==> config.mk <==
export PLATFORM = sky130hd
export DESIGN_NAME = fact_interface
export DESIGN_NICKNAME = d
export VERILOG_FILES = /design/src/rtl/fact_interface.sv
export SDC_FILE = /design/constraint.sdc
export NUM_CORES = 1
export LEC_CHECK = 0
export CELL_PAD_IN_SITES_DETAIL_PLACEMENT = 0
export CELL_PAD_IN_SITES_GLOBAL_PLACEMENT = 2
export CORE_ASPECT_RATIO = 0.5
export CORE_MARGIN = 2
export CORE_UTILIZATION = 22
export CTS_CLUSTER_DIAMETER = 200
export CTS_CLUSTER_SIZE = 12
export DETAILED_ROUTE_END_ITERATION = 10
export GPL_ROUTABILITY_DRIVEN = 0
export PLACE_DENSITY = 0.82
export SETUP_SLACK_MARGIN = 0.1
export SYNTH_ARGS = -nofsm -noshare
export SYNTH_HDL_FRONTEND = slang
export SYNTH_SLANG_ARGS = --single-unit
==> constraint.sdc <==
create_clock -name clk -period 1.9 [get_ports clk]
set_clock_uncertainty 0.05 [all_clocks]
set_input_delay 0.38 -clock clk [delete_from_list [all_inputs] [get_ports clk]]
set_output_delay 0.38 -clock clk [all_outputs]
set_load 0.02 [all_outputs]
==> src/rtl/fact_interface.sv <==
// Memory-mapped front end for a factorial unit: N/GO/STATUS/RESULT registers plus a three-state handshake FSM.
// Optional: define FACT_OVERFLOW_CHECK_EN to reject N > 12 (32-bit overflow) without starting the unit.
module fact_interface #(
  parameter int IWIDE = 4,
  parameter int OWIDE = 32
) (
  input  logic             clk,
  input  logic             rst,
  input  logic             we,
  input  logic [1:0]       a,
  input  logic [31:0]      wd,
  output logic [31:0]      rd,
  output logic             fact_go,
  output logic [IWIDE-1:0] fact_n,
  input  logic             fact_done,
  input  logic [OWIDE-1:0] fact_out
);

  typedef enum logic [1:0] {
    IDLE  = 2'd0,
    START = 2'd1,
    WAIT  = 2'd2
  } state_t;

  state_t           state_q, state_d;
  logic [IWIDE-1:0] n_q, n_d;
  logic [31:0]      result_q, result_d;
  logic             done_q, done_d;
  logic             err_q, err_d;

  logic busy;
  logic goWrite;
  logic nWrite;
  logic unusedWd;

  assign busy     = (state_q == START) || (state_q == WAIT);
  assign goWrite  = we && (a == 2'd1) && wd[0];
  assign nWrite   = we && (a == 2'd0);
  assign unusedWd = ^wd;

  assign fact_n  = n_q;
  assign fact_go = (state_q == START);

`ifdef FACT_OVERFLOW_CHECK_EN
  logic [31:0] nExt;
  logic        nOverflow;
  assign nExt      = 32'(n_q);
  assign nOverflow = (nExt > 32'd12);
`endif

  always_ff @(posedge clk or posedge rst) begin
    if (rst) begin
      state_q  <= IDLE;
      n_q      <= '0;
      result_q <= '0;
      done_q   <= 1'b0;
      err_q    <= 1'b0;
    end else begin
      state_q  <= state_d;
      n_q      <= n_d;
      result_q <= result_d;
      done_q   <= done_d;
      err_q    <= err_d;
    end
  end

  // N is only writable while idle, so the operand stays stable for the whole operation.
  always_comb begin
    state_d  = state_q;
    n_d      = n_q;
    result_d = result_q;
    done_d   = done_q;
    err_d    = err_q;

    case (state_q)
      IDLE: begin
        if (nWrite) begin
          n_d = wd[IWIDE-1:0];
        end
        if (goWrite) begin
          done_d = 1'b0;
          err_d  = 1'b0;
`ifdef FACT_OVERFLOW_CHECK_EN
          if (nOverflow) begin
            done_d   = 1'b1;
            err_d    = 1'b1;
            result_d = '0;
          end else begin
            state_d = START;
          end
`else
          state_d = START;
`endif
        end
      end
      START: begin
        state_d = WAIT;
      end
      WAIT: begin
        if (fact_done) begin
          result_d = 32'(fact_out);
          done_d   = 1'b1;
          state_d  = IDLE;
        end
      end
      default: begin
        state_d = IDLE;
      end
    endcase
  end

  always_comb begin
    rd = '0;
    case (a)
      2'd0:    rd = 32'(n_q);
      2'd1:    rd = '0;
      2'd2:    rd = {29'b0, busy, err_q, done_q};
      2'd3:    rd = result_q;
      default: rd = '0;
    endcase
  end

endmodule
==> flow_summary.ini, run 1 <==
[finish]
number_of_fillers_in_the_final_layout = 801
antenna_cell_count = 0
area.growth.synth_to_final_pct = 64.7
multiInputGateArea_um2 = 812
drive_gt1_share_pct = 40.9
sequential_cell_area_um2 = 976
final_net_count = 303

[synth]
synthTopCellsByArea = dfrtp_1, mux2_2, and3_1, mux2_4, ha_1
post_synth_fa_ha_maj_area_fraction_pct = 2.72
netlist-cell-type-count = 22
average_footprint_of_a_synthesized_cell_um2 = 13.2
synth_seq_cells = 39
post_synth_edffs = 0
yosys-mux-area-fraction_pct = 25.2
post-synth-top-area-cell = dfrtp_1
yosysMostFrequentCell = dfrtp_1
async_reset_ff_share_pct = 100
yosys_warnings = 0
postSynthNetCount = 213
main_combinational_cell_family_by_area_after_synthesis = multiplexers
synth_top_area_share_pct = 53.0
mappedNetlistArea_mm2 = 0.00184
synthCells = 139
yosys_most_used_dff = dfrtp_1
synth-xor-area-share_pct = 0
synth-simple-area-share_pct = 12.3
post_synthesis_compound_gate_area_fraction_pct = 3.26
yosysSeqAreaShare_pct = 53.0
synth.cells.most_frequent = dfrtp_1, mux2_2, and3_1, clkbuf_1

[outcome]
status = complete, no violations

[cts]
cts_buffer_depth = 2
clock-root-buffer = clkbuf_16
tritoncts.num_buffers = 5
clock_latency_reported_for_the_late_side_of_the_worst_skew_pair_ns = 0.28
htreeDepth = 2
postCtsSetupRepairBufs = 0
clkTransAtPathRegs_ns = 0.05
cts.sinks = 39
tritoncts = yes
postCtsHoldBufs = 0

[routing]
post-route-drc-count = 0
routed_via_density = 4.09
drt_iter0_markers = 45
dr.pass1.iters = 3
wirelength_mm = 4.93
routed_wire_length_per_instance_um = 14.4
dr_total_vias = 1400
antenna_violating_nets_post_route = 0

[sta]
max-slew-margin-rel_pct = 69.4
setup_viol_count_final = 0
final_critical_path_setup_slack_ns = 0.130
max_clock_freq_mhz = 565
finalHoldViolations = 0
timing_worst_slew_pin_value_ns = 0.458
period_share_pct = 93.2
setup_repair_after_global_routing_missed_its_margin = yes
layout_min_cycle_time_ns = 1.77
slew_violations = 0

[global_route]
grt_first_pass_wirelength_mm = 7.76
antenna_violations_before_repair = 0
grt_usage_pct = 11.0
first_global_vias = 1543
grt_start_max_net_pins = 33
global_route.overflow_total = 0

[critical_path]
worstPathMaxFanout = 2
timing.critical_path.from_type = flip-flop
reg2reg_depth = 6
required_ns = 1.47
setup.worst_path.class = flip-flop to output pin
arrival_ns = 1.34
worst_setup_path_end_kind = output pin

[floorplanning]
die-height_um = 68.7
floorplan.die_area_mm2 = 0.00916
initial_utilization_pct = 22.8
core_mm2 = 0.00806
die-width_um = 133
pin_count = 107
fp-row-count = 23

[placed_design]
numPortBuffers = 78
dpl_worst_slack_ns = -0.514
hpwlAfterDp_mm = 3.76

[power_and_ir_drop]
design_power_total_mw = 4.11
power.static_leakage_nw = 1.40
vdd_ir_drop_max_v = 0.000404
pwr_density_mw_per_mm2 = 1360

[job]
maxCapViolCount = 0

[worst_hold_path]
hold_class = primary input to async pin
## state kept, by name, summed over array words and instances, names as in the netlist
name,count
done_q,1
fact_n,4
result_q,32
state_q,2
## layer usage
metal,routed length (µm),vias up,part of all wire (%),global-route usage (%)
met1,1940,707,39,12.1
met3,100,7,2.0,2.27
met5,0,-,0,0
met2,2820,12,57,21.9
met4,62,0,1.3,3.99
li1,-,674,-,-
## worst max-delay path, cell delays in order, from the launching register on
cell       delay [ns]
dfrtp_1          0.39
inv_2            0.09
ha_4             0.20
mux2i_1          0.15
o2bb2ai_1        0.09
buf_4            0.16
## stage by stage
stage / cells / hold slack (ns) / TNS (ns) / utilization (%) / cell area (µm²)
floorplan: 139 / 0.421 / 0 / - / 1840
global placement: 334 / 0.431 / -15.58 / 35.5 / 2860
detailed placement: 334 / 0.435 / -16.21 / 35.5 / 2860
CTS: 342 / 0.376 / 0 / 37.9 / 3060
global route: 342 / 0.389 / 0 / 37.6 / 3030
finish: 342 / 0.358 / 0 / 37.6 / 3030
## layout make-up
class	count	area share [%]
clock buffer	6	4.25
clock inverter	2	1.98
inverter	4	0.495
multi-input combinational	86	26.8
sequential	39	32.2
tap	112	4.62
timing repair buffer	93	29.6
## worst paths after layout
kind	start	endpoint	slack [ns]
min in group clk	result_q[10]	result_q[10]	0.45
max	state_q[0]	rd[2]	0.13
max in group asynchronous	rst	result_q[4]	0.94
min reg2reg	result_q[10]	result_q[10]	0.45
max reg2reg	state_q[0]	result_q[22]	0.25
min	rst	result_q[0]	0.36
## power breakdown
| group | switching (mW) | internal (mW) |
|---|---|---|
| combinational | 0.660 | 0.908 |
| clock | 0.314 | 0.752 |
| sequential | 0.223 | 1.25 |
## layout by cell type (no fill, tap or decap), drive strengths merged
master         instances
o2bb2ai                2
mux2i                  2
clkdlybuf4s15         20
nor3b                  1
nand4b                 1
bufinv                 2
nor2b                  1
and3                  29
ha                     4
a311oi                 1
inv                    4
dlygate4sd2            4
nor2                   1
a22o                   2
nand2                  1
buf                   19
and2                   1
mux2                  38
clkbuf                13
a21oi                  2
dfrtp                 39
clkdlybuf4s50         43
## timing repair
action                                  CTS  global route
resized for setup                        88            13
endpoints found under the setup margin   33            30
gates cloned                              0             0
pin swaps                                 1             0
## kinds of logic after synthesis
| logic type | Yosys count |
|---|---|
| AO/OA/AOI/OAI | 7 |
| adder cells (fa/ha/maj) | 4 |
| buffers and inverters | 14 |
| flip-flops | 39 |
| multiplexers | 40 |
| AND/OR/NAND/NOR | 35 |
Power figures use the tool's default switching activity.
==> inputs of run 2 (changes only) <==
ABC_AREA = 0   (was unset)
==> results of run 2 <==
Final layout, timing and power as in run 1 (identical DEF).
==> inputs of run 3 (changes only) <==
REMOVE_ABC_BUFFERS = 1   (was unset)
==> run 3 against run 2 <==
Effect of this change: core utilization rose by 0.90 points; routed wire length rose by 2.8%; register-to-register slack got worse by 0.09 ns; cell count rose by 1.8%; setup slack got worse by 0.0029 ns; combinational power rose by 4%; largest cell class is now non-clock buffers; highest routed layer unchanged.
==> flow_summary.ini, run 3 (synthesized netlist as in run 1, its figures left out) <==
[outcome]
status = complete, no violations

[finish]
multiInputGateArea_um2 = 818
area.growth.synth_to_final_pct = 68.6
number_of_flip_flops_in_the_largest_register = 32
antenna_cell_count = 0
drive_gt1_share_pct = 38.1
number_of_fillers_in_the_final_layout = 779
mostFrequentLayoutCell = clkdlybuf4s50_1
layout.cells.most_common_list = clkdlybuf4s50_1, dfrtp_1, mux2_2
top_register = result_q
sequential_cell_area_um2 = 976
final_net_count = 309
layout.cells.non_filler = 348

[floorplanning]
die-width_um = 133
floorplan.die_area_mm2 = 0.00916
die-height_um = 68.7
pin_count = 107
initial_utilization_pct = 22.8
core_mm2 = 0.00806
fp-row-count = 23

[routing]
drt_iter0_markers = 37
antenna_violating_nets_post_route = 0
routed_via_density = 4.03
post-route-drc-count = 0
wirelength_mm = 5.06
dr_total_vias = 1403
routed_wire_length_per_instance_um = 14.6
dr.pass1.iters = 2

[sta]
setup_repair_after_global_routing_missed_its_margin = yes
layout_min_cycle_time_ns = 1.77
setup_viol_count_final = 0
max-slew-margin-rel_pct = 79.6
timing_worst_slew_pin_value_ns = 0.306
slew_violations = 0
max_clock_freq_mhz = 564
finalHoldViolations = 0
period_share_pct = 93.3

[power_and_ir_drop]
seq_power_share_pct = 36.2
pwr_density_mw_per_mm2 = 1310
power.static_leakage_nw = 1.43
share_clk_of_total_power_pct = 23.7
power_switching_mw = 1.20
design_power_total_mw = 4.06
power.share.switching_pct = 29.6
vdd_ir_drop_max_v = 0.000394
power.combinational.fraction_pct = 40.2
internal_power_mw = 2.86

[critical_path]
arrival_ns = 1.34
worst_setup_path_end_kind = output pin
crit_path_cell_trace = inv_2 -> ha_4 -> mux2i_1 -> o2bb2ai_1 -> buf_4
cp.buffers_inverters = 2
worstPathMaxFanout = 2
timing.critical_path.slowest_cell_delay_ns = 0.38
worst_path_max_delay_cell = dfrtp_1
setup.worst_path.class = flip-flop to output pin
timing.critical_path.from_type = flip-flop
critical-path-top-delay-family = flip-flops
required_ns = 1.47

[cts]
clock_latency_reported_for_the_late_side_of_the_worst_skew_pair_ns = 0.27
tritoncts = yes
cts.sinks = 39
clock-root-buffer = clkbuf_16
htreeDepth = 2
tritoncts.num_buffers = 5
clkTransAtPathRegs_ns = 0.06
cts_buffer_depth = 2

[global_route]
global_route.overflow_total = 0
first_global_vias = 1567
grt_usage_pct = 11.2
antenna_violations_before_repair = 0
grt_first_pass_wirelength_mm = 7.80
grt_start_max_net_pins = 34

[placed_design]
dp_cells = 335
numPortBuffers = 78
hpwlAfterDp_mm = 3.85

[job]
maxCapViolCount = 0

[worst_hold_path]
hold_class = primary input to async pin
-- run 3: worst reg2reg max path: stages, from the launching register on --
cell and delay (ns):
dfrtp_1 0.38, buf_4 0.13, buf_4 0.12, ha_1 0.22
nand2_1 0.16, buf_12 0.20, mux2_2 0.36
-- run 3: final cells by class --
class                      count  share of cell area [%]
timing repair buffer          99                    31.6
sequential                    39                    31.5
multi-input combinational     86                    26.4
tap                          112                    4.52
clock buffer                   6                    4.48
clock inverter                 2                    1.13
inverter                       4                   0.484
-- run 3: power by group through the flow --
stage | combinational [mW] | clock (mW) | sequential (mW)
3_3_place_gp | 1.61 | 0 | 1.46
4_1_cts | 1.61 | 0.981 | 1.46
2_1_floorplan | 0.917 | 0 | 1.45
3_5_place_dp | 1.65 | 0 | 1.47
5_1_grt | 1.75 | 1.03 | 1.52
6_report | 1.63 | 0.961 | 1.47
-- run 3: worst paths after layout --
check,start,end,slack (ns),cells after the start
min in group clk,result_q[13],result_q[13],0.45,1
hold reg to reg,result_q[13],result_q[13],0.45,1
setup / recovery,state_q[0],rd[2],0.13,5
max in group asynchronous,rst,result_q[18],1.04,3
hold / removal,rst,result_q[21],0.30,2
setup reg to reg,state_q[1],result_q[18],0.16,6
-- run 3: through the flow --
stage          utilization [%]  setup TNS (ns)  worst slack [ns]  area, µm²  hold slack, ns
6_report                  38.5               0             0.127       3100           0.297
3_3_place_gp              35.6          -15.27            -0.493       2870           0.428
3_5_place_dp              35.6          -15.48            -0.525       2870           0.434
5_1_grt                   38.5               0            0.0670       3100           0.309
2_1_floorplan                -          -0.534           -0.0167       1790           0.421
4_1_cts                   38.3               0             0.102       3090           0.302
-- run 3: repair_timing --
action / 4_1_cts / 5_1_grt
setup buffers: 3 / 0
hold buffers: 0 / 0
resized for setup: 91 / 9
endpoints found under the hold margin: 0 / 0
setup endpoints to repair: 33 / 10
gates cloned: 2 / 0
pin swaps: 2 / 2
-- run 3: per-layer routing --
metal | routed length, µm | part of all wire (%) | vias to the layer above | global-route usage [%]
met2 | 2690 | 53 | 14 | 21.1
met3 | 81 | 1.6 | 6 | 2.49
met4 | 68 | 1.3 | 0 | 3.86
met5 | 0 | 0 | - | 0
met1 | 2220 | 44 | 695 | 13.1
li1 | - | - | 688 | -
